**config.mk**
```make
export PLATFORM = sky130hd
export DESIGN_NAME = rr_arbiter_32
export DESIGN_NICKNAME = d
export VERILOG_FILES = /design/src/rtl/arb_pkg.sv /design/src/rtl/decoder_5_to_32.sv /design/src/rtl/rr_arbiter_32.sv
export SDC_FILE = /design/constraint.sdc
export NUM_CORES = 1
export LEC_CHECK = 0
export BUFFER_PORTS_ARGS = -buffer_cell sky130_fd_sc_hd__buf_2
export CAP_MARGIN = 5
export CORE_MARGIN = 2
export CORE_UTILIZATION = 60
export CTS_CLUSTER_DIAMETER = 30
export CTS_CLUSTER_SIZE = 40
export DETAILED_ROUTE_END_ITERATION = 8
export PLACE_DENSITY_LB_ADDON = 0.08
export SYNTH_ARGS = -nofsm -noshare
export SYNTH_HDL_FRONTEND = slang
export SYNTH_HIERARCHICAL = 1
export SYNTH_SLANG_ARGS = --single-unit
```
**constraint.sdc**
```tcl
create_clock -name clk -period 11.6 [get_ports clk]
set_clock_uncertainty 0.2 [all_clocks]
set_input_delay 1.16 -clock clk [delete_from_list [all_inputs] [get_ports clk]]
set_output_delay 1.16 -clock clk [all_outputs]
set_load 0.02 [all_outputs]
```
**src/rtl/arb_pkg.sv**
```systemverilog
// Shared types and sizes for the 32-way round-robin arbiter.
package arb_pkg;

    localparam int N     = 32;
    localparam int IDX_W = 5;

    typedef enum logic {IDLE, GRANT} arb_state_t;

    typedef logic [IDX_W-1:0] arb_idx_t;

endpackage

```
**src/rtl/decoder_5_to_32.sv**
```systemverilog
// 5-to-32 one-hot decoder with enable; all outputs low when disabled.
module decoder_5_to_32 (
    input  logic        ena,
    input  logic [4:0]  in,
    output logic [31:0] out
);

    always_comb begin
        out = '0;
        if (ena) begin
            out[in] = 1'b1;
        end
    end

endmodule

```
**src/rtl/rr_arbiter_32.sv**
```systemverilog
// Round-robin arbiter for 32 requesters with held grants, forced revocation
// after MAX_HOLD cycles and a registered grant index plus one-hot grant bus.
module rr_arbiter_32
    import arb_pkg::*;
#(
    parameter int MAX_HOLD = 16
) (
    input  logic        clk,
    input  logic        rst,
    input  logic        ena,
    input  logic [31:0] req,
    input  logic        release_i,
    output logic        grant_valid,
    output logic [4:0]  grant_idx,
    output logic [31:0] grant_onehot,
    output logic        timeout
);

    localparam int                 HOLD_W    = $clog2(MAX_HOLD);
    localparam logic [HOLD_W-1:0]  HOLD_LAST = HOLD_W'(MAX_HOLD - 1);

    arb_state_t        state;
    arb_state_t        next_state;
    arb_idx_t          ptr;
    arb_idx_t          sel_idx;
    logic              found;
    logic [HOLD_W-1:0] hold_cnt;
    logic              hold_expired;
    logic              end_other;
    logic              end_grant;

    // Scan ptr, ptr+1, ... with 5-bit wrap; the first set request wins.
    always_comb begin
        found   = 1'b0;
        sel_idx = ptr;
        for (int i = 0; i < N; i++) begin
            if (!found && req[ptr + arb_idx_t'(i)]) begin
                found   = 1'b1;
                sel_idx = ptr + arb_idx_t'(i);
            end
        end
    end

    always_comb begin
        hold_expired = (hold_cnt == HOLD_LAST);
        end_other    = release_i || !req[grant_idx] || !ena;
        end_grant    = end_other || hold_expired;
    end

    always_ff @(posedge clk or posedge rst) begin
        if (rst) begin
            state <= IDLE;
        end else begin
            state <= next_state;
        end
    end

    always_comb begin
        next_state = state;
        case (state)
            IDLE:    if (ena && found) next_state = GRANT;
            GRANT:   if (end_grant)    next_state = IDLE;
            default: next_state = IDLE;
        endcase
    end

    // Timeout is reported only when the hold limit alone ended the grant.
    always_ff @(posedge clk or posedge rst) begin
        if (rst) begin
            ptr         <= '0;
            grant_idx   <= '0;
            grant_valid <= 1'b0;
            hold_cnt    <= '0;
            timeout     <= 1'b0;
        end else begin
            timeout <= 1'b0;
            case (state)
                IDLE: begin
                    if (ena && found) begin
                        grant_idx   <= sel_idx;
                        grant_valid <= 1'b1;
                        hold_cnt    <= '0;
                    end
                end
                GRANT: begin
                    if (end_grant) begin
                        grant_valid <= 1'b0;
                        ptr         <= grant_idx + arb_idx_t'(1);
                        timeout     <= hold_expired && !end_other;
                    end else begin
                        hold_cnt <= hold_cnt + HOLD_W'(1);
                    end
                end
                default: grant_valid <= 1'b0;
            endcase
        end
    end

    decoder_5_to_32 u_decoder (
        .ena (grant_valid),
        .in  (grant_idx),
        .out (grant_onehot)
    );

endmodule

```
# After elaboration in Yosys (flattened, before gate mapping)
# Cells that the tools add are included.
[op_classes]
reduce_logical = 75
n_eq_ne = 4
n_mul = 0
n_shift = 0
div = 0
n_lt_le_gt_ge = 34
add_sub_neg = 33
mux = 143
n_bitwise = 1
[ops]
columns = ["op", "count"]
rows = [
  ["< comparator 5 x 6 -> 1 bit, second input constant", 33],
  ["binary-select mux 1 bit (select 5 bit)", 33],
  ["two-way mux 5 bit", 31],
  ["adder 5 bit, second input constant", 16],
  ["two-way mux 1 bit", 72],
  ["adder 5 x 4 -> 5 bit, second input constant", 8],
  ["logical AND 1 bit", 34],
  ["logical NOT 1 bit", 34],
  ["two-way mux 32 bit", 1],
  ["adder 5 x 3 -> 5 bit, second input constant", 4],
  ["adder 5 x 1 -> 5 bit, second input constant", 2],
  ["adder 5 x 2 -> 5 bit, second input constant", 2],
  ["two-way mux 4 bit", 2],
  ["case mux 4 bit (2 select lines)", 1],
  ["AND reduction 2 bit", 4],
  ["demux 1 bit (select 5 bit)", 1],
  [">= comparator 5 x 1 -> 1 bit, second input constant", 1],
  ["adder 4 x 1 -> 4 bit, second input constant", 1],
  ["== test 4 bit, second input constant", 1],
  ["inequality test 2 bit, second input constant", 2],
  ["case mux 1 bit (2 select lines)", 2],
  ["logical OR 1 bit", 3],
  ["inequality test 2 x 1 -> 1 bit, second input constant", 1],
  ["inverter 1 bit", 1],
]
[word_totals]
mem_count = 0
out_inout_bits = 39
ramBits = 0
in_bits = 36
register_bits = 17
romBits = 0
word_cells = 296
latch_bits = 0

# Depth between registers and ports, before layout
[depth]
word_depth = 99
mapped_depth = 26
ltp_nobuf = 15

# By module
# Netlist, hierarchy kept.
[by_module_without_submodules]
columns = ["mod", "seq_area_each_um2", "instances", "cells_each", "area_each_um2"]
rows = [
  ["rr_arbiter_32", 425.4, 1, 825, 7367.1],
  ["decoder_5_to_32", 0.0, 1, 47, 230.2],
]

# Worst setup path after synthesis
# OpenSTA, ideal clock, no wires.
[synth_timing]
kind = "flip-flop to flip-flop"
startpoint = "register ptr[1]"
endpoint = "register grant_idx[0]"
path_stages_with_launch = 19
synth_period_minus_slack_ps = 6264
setup_ps = 125
arrival_time_ps = 5939
path_buffers = 6
setup_slack_ps = 5336
t_required_ps = 11275
path_cell_list = "dfrtp_1 > inv_2 > buf_2 > clkbuf_1 > clkbuf_1 > ha_1 > clkbuf_1 > clkbuf_1 > mux4_2 > mux4_2 > mux2i_1 > nand2_1 > or4_1 > or4b_1 > buf_2 > and3_1 > nand4_1 > xnor2_1 > mux2_2"
[synth_between]
elab_chain_cells = 98
word_cells_on_any_way = 222
classes_between = "31 x add/sub; 127 x mux; 64 x reduce/logical"
[synth_rtl]
columns = ["item", "line", "rtl"]
rows = [
  ["start, declared", "rr_arbiter_32.sv:24", "arb_idx_t ptr;"],
  ["start signal, assigned", "rr_arbiter_32.sv:88", "ptr <= grant_idx + arb_idx_t'(1);"],
  ["parallel branches: the longest is 98 deep, another holds adder 5 x 1 -> 5 bit", "n/a", ""],
  ["end signal, assigned", "rr_arbiter_32.sv:80", "grant_idx <= sel_idx;"],
  ["end, declared", "rr_arbiter_32.sv:14", "output logic [4:0] grant_idx,"],
]
# Parallel ways; which one is timed is not known. The select of a mux whose other input is x is not followed.
# A chain may end at the register's enable or synchronous reset.

# Worst setup path after layout
# Ends and elaborated chain as after synthesis.

==> flow_summary.ini <==
[worst_hold_path]
worst_hold_path_type = reg -> reg
worst_hold_path.num_cells = 1
hold-path-endpoint = hold_cnt[0]
hold_path.startpoint = hold_cnt[0]

[setup_path]
critical_path_depth = 14
critPathSlowestCell = sky130_fd_sc_hd__or4_1
crit_path_start_kind = flip-flop
timing.reg2reg.setup_slack_ns = 4.64
regToRegEndpoint = grant_idx[0]
critical_setup_path_kind = reg -> reg
rr_worst_depth = 14
kind_of_end_point_of_the_critical_path = flip-flop
critical_path_peak_fanout = 42
data_arrival_time_of_the_critical_path_ns = 6.89
worstPathCellList = buf_4 > ha_1 > a21oi_1 > xnor2_1 > mux2_2 > mux4_2 > nor2_1 > nand4_1 > or4_1 > or4b_1 > and3_1 > nand4_1 > xnor2_1 > mux2_2
required_time_reported_for_the_critical_path_endpoint_ns = 11.53
cp_buf_inv_count = 1
cp_slowest_stage_delay_ns = 0.88
crit-reg2reg-launch = ptr[1]
critPathTopFamily = simple AND/OR/NAND/NOR gates

[yosys]
synth_enable_flop_cells = 0
netlist_instances = 872
yosysUniqueCellTypes = 86
synth_fp_nets = 922
synthArstFlopShare_pct = 100.0
yosys_register_bits = 17
synthesis.yosys.warnings = 6
syn-mean-instance-area_um2 = 8.712
postSynth.topFlopCell = sky130_fd_sc_hd__dfrtp_1
syn_area_um2 = 7597
yosysSeqAreaShare_pct = 5.599

[cells_and_area]
design.final.nets = 958
post_route_cells_drive_above_1_share_pct = 26.57
areaGrowthSynthToFinish_pct = 7.181
num_antenna_cells = 0

[clocking]
clk_transition_reported_paths_ns = 0.05
cts.repair_timing.setup_buffer_count = 0
clock-root-buffer = sky130_fd_sc_hd__clkbuf_16
ctsHtreeMaxLevel = 1
postCtsResizedCells = 0
max-clock-path-buffers = 2
cts_buf_count = 3
clkLatencyLatePin_ns = 0.25
cts_hold_buffers = 0
clock_tree_from_tritoncts = built
clkSinkCount = 17

[global_route]
globalRouteTotalUtil_pct = 47.62
grt_pass1_wl_mm = 48.51
global_route.overflow_total = 0
vias_in_the_first_global_route = 8120
initial_antenna_violation_count = 1
grt_start_max_net_pins = 71

[detailed_routing]
drcViolationCount = 0
dr.pass1.iters = 8
routed_wire_length_per_instance_um = 29.63
finalWirelength_mm = 31.97
drt.antenna.violating_nets = 0
avgViaCountPerCell = 8.149
detailroute.via_count = 8793
dr.first_iter.drc_count = 1531

[timing]
setup_viol = 0
timing.final.hold_violations = 0
period_needed_ns = 6.959
setup-tns-final_ns = 0
grt_setup_unrepaired = false
min_period_over_period_pct = 59.99
slew_violations = 0
worstMarginPinSlew_ns = 1.198
top_achievable_clock_speed_ghz = 0.1437
max-slew-margin-rel_pct = 19.41

[floorplanning]
initial_utilization_pct = 60.95
pin_count = 75
num_rows = 41
chipHeight_um = 116.5
placeableCoreArea_um2 = 12470
design.die.area_um2 = 13580
fp.dieW_um = 116.5

[placed_design]
finalWeightedCongestion = 1.168
port-buffer-count = 74
post-dp-hpwl_mm = 23.94

[flow_run]
drv_cap = 0

[outcome]
outcome = finished clean
==> layer usage <==
metal  global-route usage [%]  vias to the layer above  wire (um)
met1                    61.50                     4105      10900
li1                         -                     3551          -
met5                        0                        -         14
met4                    26.59                        2       2414
met2                    72.09                      916      13760
met3                    13.75                      219       4876
==> how the worst max path moves through the flow <==
stage                     startpoint      endpoint  slack (ns)
after global routing          ptr[1]  grant_idx[0]        4.40
after floorplan               ptr[1]  grant_idx[0]        5.34
final                         ptr[1]  grant_idx[0]        4.64
after global placement        ptr[1]  grant_idx[0]        5.05
after CTS                     ptr[1]  grant_idx[0]        4.87
after detailed placement      ptr[1]  grant_idx[0]        4.90
==> sequential cells by signal, indices dropped and copies added, names as in the netlist <==
signal,count
hold_cnt,4
grant_idx,5
grant_valid,1
timeout,1
state,1
ptr,5
==> synth_stat cells, drive strengths merged, types with 7 or more instances <==
master	count	area [um^2]
clkbuf	43	161.4
a31oi	8	50.05
mux2	30	352.8
buf	23	151.4
or3	8	50.05
nand2b	13	81.33
inv	28	105.1
a21boi	9	71.31
nand4b	8	70.07
mux2i	54	553.0
nand3	24	120.1
o211ai	16	120.1
nor3	23	125.1
dfrtp	17	425.4
nor4	8	56.30
nand2	74	277.8
a21oi	47	239.0
a2111oi	9	97.60
nor2	89	334.1
nor2b	10	62.56
o31ai	7	52.55
xor2	7	61.31
o22ai	14	87.58
o221ai	7	61.31
xnor2	31	271.5
mux4	100	2252
nand4	14	87.58
and3	7	43.79
o21ai	31	155.1
ha	14	175.2
==> stage by stage <==
stage | hold WS [ns] | instances | utilization (%) | instance area (um^2) | setup slack, ns
global route | 0.3736 | 1079 | 65.32 | 8143 | 4.399
finish | 0.3465 | 1079 | 65.32 | 8143 | 4.641
floorplan | 0.2787 | 872 | - | 7597 | 5.336
global placement | 0.2919 | 1074 | 64.62 | 8055 | 5.046
detailed placement | 0.3295 | 1074 | 64.62 | 8055 | 4.903
CTS | 0.3447 | 1078 | 65.26 | 8135 | 4.871
==> logic make-up (layout without fill, tap and decap cells) <==
kind of cell | after synthesis | in the layout | share of synthesized area (%)
AOI/OAI and AO/OA | 211 | 211 | 19.65
and+or+nand+nor | 312 | 312 | 20.90
DFF | 17 | 17 | 5.599
xor gates and xnor gates | 38 | 38 | 4.381
buffers and inverters | 96 | 131 | 5.599
muxes | 184 | 184 | 41.57
adders and majority gates | 14 | 14 | 2.306
==> area by class of cell <==
type	count	area, um^2
clock buffer	3	75.07
clock inverter	1	5.005
fill	978	4323
inverter	30	112.6
multi-input combinational	759	6761
sequential	17	430.4
tap	172	215.2
timing repair buffer	97	543.0
==> cell usage in the layout (no fill, tap or decap), types with 8 or more instances in the layout <==
cell,netlist,layout
sky130_fd_sc_hd__nor2_1,89,89
sky130_fd_sc_hd__o21ai_0,26,26
sky130_fd_sc_hd__a21oi_1,46,46
sky130_fd_sc_hd__mux2_1,11,11
sky130_fd_sc_hd__nand3_1,24,24
sky130_fd_sc_hd__buf_2,7,74
sky130_fd_sc_hd__or3_1,8,8
sky130_fd_sc_hd__buf_4,0,23
sky130_fd_sc_hd__a31oi_1,8,8
sky130_fd_sc_hd__mux2_2,15,15
sky130_fd_sc_hd__nand4_1,14,14
sky130_fd_sc_hd__o211ai_1,16,16
sky130_fd_sc_hd__dfrtp_1,17,15
sky130_fd_sc_hd__ha_1,14,14
sky130_fd_sc_hd__mux2i_1,53,53
sky130_fd_sc_hd__nand4b_1,8,8
sky130_fd_sc_hd__nor2b_1,10,10
sky130_fd_sc_hd__inv_1,26,26
sky130_fd_sc_hd__xnor2_1,31,29
sky130_fd_sc_hd__nand2b_1,13,13
sky130_fd_sc_hd__o22ai_1,14,14
sky130_fd_sc_hd__nor3_1,21,21
sky130_fd_sc_hd__mux4_2,100,100
sky130_fd_sc_hd__nand2_1,74,74
sky130_fd_sc_hd__a2111oi_0,8,8
Power is left out: the tool's default activity adds up to more than one toggle a clock period on the data nets, which glitch-free logic cannot reach.
